`src/rtl/alu_pkg.sv`:
```
// Shared ALU definitions: function codes and the divider state encoding.
package alu_pkg;

    localparam logic [1:0] FUNC_ADD = 2'b00;
    localparam logic [1:0] FUNC_SUB = 2'b01;
    localparam logic [1:0] FUNC_MUL = 2'b10;
    localparam logic [1:0] FUNC_DIV = 2'b11;

    typedef enum logic [1:0] {
        IDLE = 2'b00,
        RUN  = 2'b01,
        DONE = 2'b10
    } div_state_t;

endpackage

```
`src/rtl/div_step.sv`:
```
// One combinational restoring-division iteration: shift in the next dividend bit,
// trial-subtract the divisor and keep the difference only when it stays non-negative.
module div_step #(
    parameter int width = 6
) (
    input  logic [width:0]   rem,
    input  logic [width-1:0] quo,
    input  logic [width-1:0] dvs,
    output logic [width:0]   rem_n,
    output logic [width-1:0] quo_n
);

    logic [width:0] shifted_s;
    logic [width:0] trial_s;
    logic           unused_rem_msb_s;

    // The partial remainder is always below the divisor, so its top bit carries no information.
    assign unused_rem_msb_s = rem[width];

    // Trial subtraction and restore decision.
    always_comb begin
        shifted_s = {rem[width-1:0], quo[width-1]};
        trial_s   = shifted_s - {1'b0, dvs};
        if (trial_s[width] == 1'b0) begin
            rem_n = trial_s;
            quo_n = {quo[width-2:0], 1'b1};
        end else begin
            rem_n = shifted_s;
            quo_n = {quo[width-2:0], 1'b0};
        end
    end

endmodule

```
`src/rtl/div_seq.sv`:
```
// Sequential unsigned restoring divider, one quotient bit per clock.
// Result is packed as {remainder, quotient}; divide by zero finishes immediately with ovf set.
module div_seq
    import alu_pkg::*;
#(
    parameter int width = 6
) (
    input  logic               clk,
    input  logic               rst,
    input  logic               start,
    input  logic [width-1:0]   a,
    input  logic [width-1:0]   b,
    output logic               busy,
    output logic               done,
    output logic [2*width-1:0] out,
    output logic               ovf
);

    localparam int CNT_W = $clog2(width + 1);

    div_state_t         state_q, state_d;
    logic [width:0]     rem_q, rem_d;
    logic [width-1:0]   quo_q, quo_d;
    logic [width-1:0]   dvs_q, dvs_d;
    logic [CNT_W-1:0]   cnt_q, cnt_d;
    logic [2*width-1:0] out_q, out_d;
    logic               ovf_q, ovf_d;
    logic [width:0]     rem_n_s;
    logic [width-1:0]   quo_n_s;

    div_step #(.width(width)) u_step (
        .rem   (rem_q),
        .quo   (quo_q),
        .dvs   (dvs_q),
        .rem_n (rem_n_s),
        .quo_n (quo_n_s)
    );

    // Next-state, working-register and result update logic.
    always_comb begin
        state_d = state_q;
        rem_d   = rem_q;
        quo_d   = quo_q;
        dvs_d   = dvs_q;
        cnt_d   = cnt_q;
        out_d   = out_q;
        ovf_d   = ovf_q;
        case (state_q)
            IDLE: begin
                if (start) begin
                    if (b != {width{1'b0}}) begin
                        state_d = RUN;
                        rem_d   = {(width + 1){1'b0}};
                        quo_d   = a;
                        dvs_d   = b;
                        cnt_d   = CNT_W'(width);
                    end else begin
                        state_d = DONE;
                        out_d   = {a, {width{1'b1}}};
                        ovf_d   = 1'b1;
                    end
                end else begin
                    state_d = IDLE;
                end
            end
            RUN: begin
                rem_d = rem_n_s;
                quo_d = quo_n_s;
                cnt_d = cnt_q - CNT_W'(1);
                // The last iteration's result goes straight into the output register.
                if (cnt_q == CNT_W'(1)) begin
                    state_d = DONE;
                    out_d   = {rem_n_s[width-1:0], quo_n_s};
                    ovf_d   = 1'b0;
                end else begin
                    state_d = RUN;
                end
            end
            DONE: begin
                state_d = IDLE;
            end
            default: begin
                state_d = IDLE;
            end
        endcase
    end

    // State and datapath registers with synchronous reset.
    always_ff @(posedge clk) begin
        if (rst) begin
            state_q <= IDLE;
            rem_q   <= {(width + 1){1'b0}};
            quo_q   <= {width{1'b0}};
            dvs_q   <= {width{1'b0}};
            cnt_q   <= {CNT_W{1'b0}};
            out_q   <= {(2 * width){1'b0}};
            ovf_q   <= 1'b0;
        end else begin
            state_q <= state_d;
            rem_q   <= rem_d;
            quo_q   <= quo_d;
            dvs_q   <= dvs_d;
            cnt_q   <= cnt_d;
            out_q   <= out_d;
            ovf_q   <= ovf_d;
        end
    end

    assign busy = (state_q != IDLE);
    assign done = (state_q == DONE);
    assign out  = out_q;
    assign ovf  = ovf_q;

endmodule

```
`config.mk`:
```
export PLATFORM = sky130hd
export DESIGN_NAME = div_seq
export DESIGN_NICKNAME = d
export VERILOG_FILES = /design/src/rtl/alu_pkg.sv /design/src/rtl/div_step.sv /design/src/rtl/div_seq.sv
export SDC_FILE = /design/constraint.sdc
export NUM_CORES = 1
export LEC_CHECK = 0
export ABC_AREA = 1
export ABC_CLOCK_PERIOD_IN_PS = 1700
export CORE_MARGIN = 2
export CORE_UTILIZATION = 48
export DETAILED_ROUTE_END_ITERATION = 8
export GPL_ROUTABILITY_DRIVEN = 0
export HOLD_SLACK_MARGIN = 0.15
export PLACE_DENSITY = 0.75
export RECOVER_POWER = 25
export SYNTH_ARGS = -nofsm -noshare
export SYNTH_HDL_FRONTEND = slang
export SYNTH_SLANG_ARGS = --single-unit
```
`constraint.sdc`:
```
create_clock -name clk -period 1.7 [get_ports clk]
set_input_delay 0.17 -clock clk [delete_from_list [all_inputs] [get_ports clk]]
set_output_delay 0.17 -clock clk [all_outputs]
set_load 0.03 [all_outputs]
```
Word level (Yosys, flattened, before mapping)
Cells that the tools add are included.

storage, ports and cells
  output and inout port bits = 15
  input bits = 15
  word-level logic and storage cells = 46
  register bits = 36

operators by class
  multiplexer cells = 23
  add/subtract/negate cells = 2
  equal/unequal tests = 7
  reductions and logical operators = 7

operator list
  operator                                                             number
  12-bit two-way mux                                                   3
  6-bit two-way mux                                                    5
  12-bit one-hot mux with 2 select lines                               1
  6-bit one-hot mux with 2 select lines                                2
  2-bit inequality test (second input constant)                        4
  7-bit by 6-bit subtractor with 7-bit output                          1
  2-bit two-way mux                                                    3
  3-bit two-way mux                                                    2
  3-bit one-hot mux with 2 select lines                                1
  3-bit AND reduction                                                  2
  6-bit nonzero test                                                   1
  1-bit two-way mux                                                    4
  2-bit one-hot mux with 2 select lines                                1
  4-bit AND reduction                                                  1
  2-bit nonzero test                                                   2
  3-bit by 1-bit == test with 1-bit output (second input constant)     1
  3-bit by 1-bit subtractor with 3-bit output (second input constant)  1
  2-bit by 1-bit == test with 1-bit output (second input constant)     1
  2-bit == test (second input constant)                                1
  2-bit zero test                                                      1
  1-bit one-hot mux with 2 select lines                                1

Longest topological paths before layout
Gate-level depths: netlist (run 1).

  word-level depth = 4
  depth in mapped cells = 14
  depth with buffers taken out = 14

By module
Synthesis (run 1) repeated with hierarchy kept, for this count alone.

second synthesis, totals
  cell total of the unflattened synthesis = 287
  area total of the unflattened synthesis = 1,954.4 um^2

by module, submodules not included
  module    sequential area each (um^2)  area each (um^2)  times used  cells each
  div_seq   740.7                        1,569.0           1           219
  div_step  0.0                          385.4             1           68

Worst setup path after synthesis (run 1)
Ideal clock, no wire load.

  path kind = flip-flop to flip-flop
  start = register quo_q[5]
  end = register rem_q[1]
  cell stages (with the launch flop) = 15
  data arrival time = 1.656 ns
  clock period less this slack = 1.765 ns
  library setup time = 0.109 ns
  data required time = 1.591 ns
  buffers on the path = 0
  slack = -0.065 ns
  path through = dfxtp_1 inv_1 ha_1 inv_1 fa_1 nand2_1 nand2_1 nand3_2 nand2_1 nand2_2 nand2_4 nand3_1 nand3_1 nand2_1 inv_1

between the ends
  cells in the longest elaborated chain, start to end = 3

RTL lines
  what                                         RTL line        RTL
  start, declared                              div_seq.sv:23   logic [width-1:0] quo_q, quo_d;
  start signal, assigned                       div_seq.sv:93   quo_q <= {width{1'b0}};
  start signal, assigned                       div_seq.sv:101  quo_q <= quo_d;
  7-bit by 6-bit subtractor with 7-bit output  div_step.sv:23  trial_s = shifted_s - {1'b0, dvs};
  6-bit two-way mux                            div_step.sv:24  if (trial_s[width] == 1'b0) begin
  6-bit one-hot mux with 2 select lines        div_seq.sv:48   case (state_q)
  end signal, assigned                         div_seq.sv:92   rem_q <= {(width + 1){1'b0}};
  end signal, assigned                         div_seq.sv:100  rem_q <= rem_d;
  end, declared                                div_seq.sv:22   logic [width:0] rem_q, rem_d;

No other way between the ends.
A chain may end at the register's enable or synchronous reset.

Worst setup path after layout (run 1)
Ends and elaborated chain as after synthesis.

==> results of run 1 <==
[critical path, cell delays in order, from the launching register on]
cell and delay, ps:
dfxtp_2 320, inv_2 50, ha_4 110, inv_2 40
fa_2 330, nand2_1 80, nand2_1 70, nand3_2 90
buf_6 100, nand3_4 110, nand4_1 200, nand3_1 90
nand2_1 60, inv_1 30
[area by class of cell]
| type | count | area, um2 |
|---|---|---|
| clock inverter | 1 | 5.00 |
| sequential | 36 | 723 |
| clock buffer | 6 | 72.6 |
| multi-input combinational | 175 | 1060 |
| inverter | 44 | 165 |
| fill | 339 | 1460 |
| timing repair buffer | 43 | 395 |
| tap | 50 | 62.6 |
[cells by family (layout without fill, tap and decap cells)]
kind of cell               Yosys count  in the layout  share of synthesized area [%]
AOI/OAI and AO/OA                   51             51                           14.7
adders and majority gates            9              9                           6.21
xor gates and xnor gates             2              2                          0.906
DFF                                 36             36                           37.3
and+or+nand+nor                    113            113                           28.5
buffers and inverters               54             94                           12.4
[how the worst max path moves through the flow]
stage / endpoint / slack [ps]
floorplan: rem_q[2]$_SDFFE_PP0P_ / -3
global placement: out[9]$_SDFFE_PP0P_ / -30
detailed placement: out[8]$_SDFFE_PP0P_ / -80
CTS: out[8]$_SDFFE_PP0P_ / -70
global route: out[0]$_SDFFE_PP0P_ / -190
finish: rem_q[1]$_SDFFE_PP0P_ / -90
[per-layer routing]
metal	part of all wire, %	global-route usage [%]
met3	3.2	4.50
met5	0	0
met1	47	29.1
met4	1.4	8.42
met2	49	34.4
[layout by cell type (no fill, tap or decap), types with 2 or more instances in the layout]
cell type | synthesis | final
a21oi_1 | 16 | 15
a21oi_2 | 1 | 2
a31oi_1 | 6 | 6
buf_4 | 2 | 11
clkbuf_1 | 2 | 4
clkbuf_8 | 0 | 5
clkdlybuf4s50_1 | 0 | 27
dfxtp_1 | 36 | 34
dfxtp_2 | 0 | 2
ha_1 | 8 | 7
inv_1 | 41 | 38
inv_2 | 3 | 6
nand2_1 | 51 | 49
nand2_2 | 3 | 4
nand3_1 | 20 | 12
nand3_2 | 6 | 13
nand3_4 | 2 | 3
nand4_1 | 8 | 8
nor2_1 | 21 | 22
o21a_1 | 6 | 6
o21ai_0 | 21 | 21
[flip-flops by register name, indices dropped and copies added (netlist names)]
register  flops
out          12
state_q       2
dvs_q         6
ovf           1
rem_q         6
cnt_q         3
quo_q         6
[timing repair]
item                                    CTS  global route
resized for setup                         8            10
endpoints found under the setup margin   13            16
pin swaps                                 4             7
buffers inserted                          0             1
endpoints found under the hold margin     0             0
[stage by stage]
step	area [um2]	utilization (%)
6_report	2480	62.9
3_5_place_dp	2350	59.6
5_1_grt	2480	62.9
2_1_floorplan	1960	-
3_3_place_gp	2350	59.6
4_1_cts	2470	62.7
[power by group through the flow]
stage / Clock [W] / Sequential (W) / Combinational [W]
CTS: 0.000571 / 0.00102 / 0.00101
global placement: 0 / 0.00103 / 0.000939
detailed placement: 0 / 0.00104 / 0.000961
global route: 0.000608 / 0.00103 / 0.00115
floorplan: 0 / 0.00112 / 0.000590
finish: 0.000562 / 0.00102 / 0.00103
==> flow_summary.yaml, run 1 <==
grt:
  grt_use_total_pct: 21.8
  grt_max_degree: 26
  grt_pass1_wl_mm: 7.44
  grt_overflow: 0
  grt_pass1_vias: 1625
  antenna_found_initial: 0
clock_network:
  clock_latency_ps: 280
  cts_hold_buf: 0
  clock-sinks: 36
  clk_pin_slew_worst_paths_ps: 70
  cts_tree: "built"
  cts_buffers: 5
  cts_root_buf: "clkbuf_8"
  clockBufferDepth: 2
  cts_max_level: 2
placed_design:
  dp_hpwl_mm: 3.20
  dp.cells: 347
  pre_cts_ws_ps: -75.3
  port_buffers: 29
worst_setup_path:
  critPathLaunchType: "flip-flop"
  rr_worst_depth: 13
  r2r-start: "quo_q[5]$_SDFFE_PP0P_"
  cp_max_fo: 7
  r2r-end: "rem_q[1]$_SDFFE_PP0P_"
  startpoint: "quo_q[5]$_SDFFE_PP0P_"
  endpoint_kind: "flip-flop"
  critical_path_required_ps: 1890
  rrSetupSlack_ps: -90
  arrival_ps: 1980
  worstSetupPathType: "flip-flop to flip-flop"
yosys:
  ys_warn_count: 0
  synth_top_area_share_pct: 37.3
  synth_fp_nets: 289
  synth_cell_types: 27
  synth-seq-cells: 36
  synthTopCellsByArea: "dfxtp_1, nand2_1, inv_1, o21ai_0, ha_1"
  synth_async_sr_flop_share_pct: 0
  synth_most_common_cell: "nand2_1"
  synth_area_mm2: 0.00193
  yosys.area.top_type: "dfxtp_1"
  synthTopCellsByCount: "nand2_1, inv_1, dfxtp_1"
  ys.flop_type: "dfxtp_1"
  syn-instance-count: 265
  ys_seq_area_share_pct: 37.3
  syn_area_per_cell_um2: 7.30
  synth_edf_count: 0
sta:
  hold-worst-slack_ps: 473
  fin_skew_ps: 4.91
  hold_viol: 0
  final-setup-viol-count: 14
  finalCritPeriodShare_pct: 105
  fin_crit_ps: 1790
  tightest_slew_ps: 438
  slew_violations: 0
  grt_setup_unrepaired: "true"
  relSlewSlack_pct: 70.7
  setup_slack_ps: -90.8
  fin_setup_tns_ps: -961
  clock.fmax_mhz: 558
floorplan:
  die_y_um: 67.5
  core_area_mm2: 0.00394
  ioPinCount: 30
  die_w_um: 67.5
  fp-row-count: 23
  start_util_pct: 49.1
  die_area_mm2: 0.00455
pwr:
  power_w: 0.00262
  ir_drop_uv: 770
  p_comb_share_pct: 39.5
  p_switching_w: 0.000970
  power.internal_w: 0.00165
  p_per_area_mw_per_mm2: 1050
  p_clk_share_pct: 21.5
  p_seq_share_pct: 39.0
  swShare_pct: 37.1
  p_leak_nw: 1.17
hold_path:
  holdPathStages: 2
  hold_path_class: "flip-flop to flip-flop"
  hold_path_end: "dvs_q[3]$_SDFFE_PP0P_"
  min_from: "dvs_q[3]$_SDFFE_PP0P_"
drt:
  drt_iter0_drc: 126
  viasPerCell: 5.14
  dr.pass1.iters: 4
  drc: 0
  wl_per_cell_um: 12.2
  wl_mm: 4.34
  vias: 1826
  ant_nets: 0
outcome:
  status: "finished, violations left"
  violations: "negative setup slack"
layout:
  nNetsFinal: 329
  area_growth_pct: 28.3
  antenna_cells: 0
  final_cells: 355
  layout-drive-gt1-share_pct: 17.4
run:
  cap_viol_max_count: 0
No activity file was read; power rests on OpenSTA's default activity.
==> run 2, diff against run 1 <==
- GPL_ROUTABILITY_DRIVEN: 0 -> unset
==> results of run 2 <==
No change in the layout: final DEF, timing and power equal those of run 1.
==> run 3, diff against run 2 <==
- CAP_MARGIN: unset -> 10
==> results of run 3 <==
No change in the layout: final DEF, timing and power equal those of run 1.
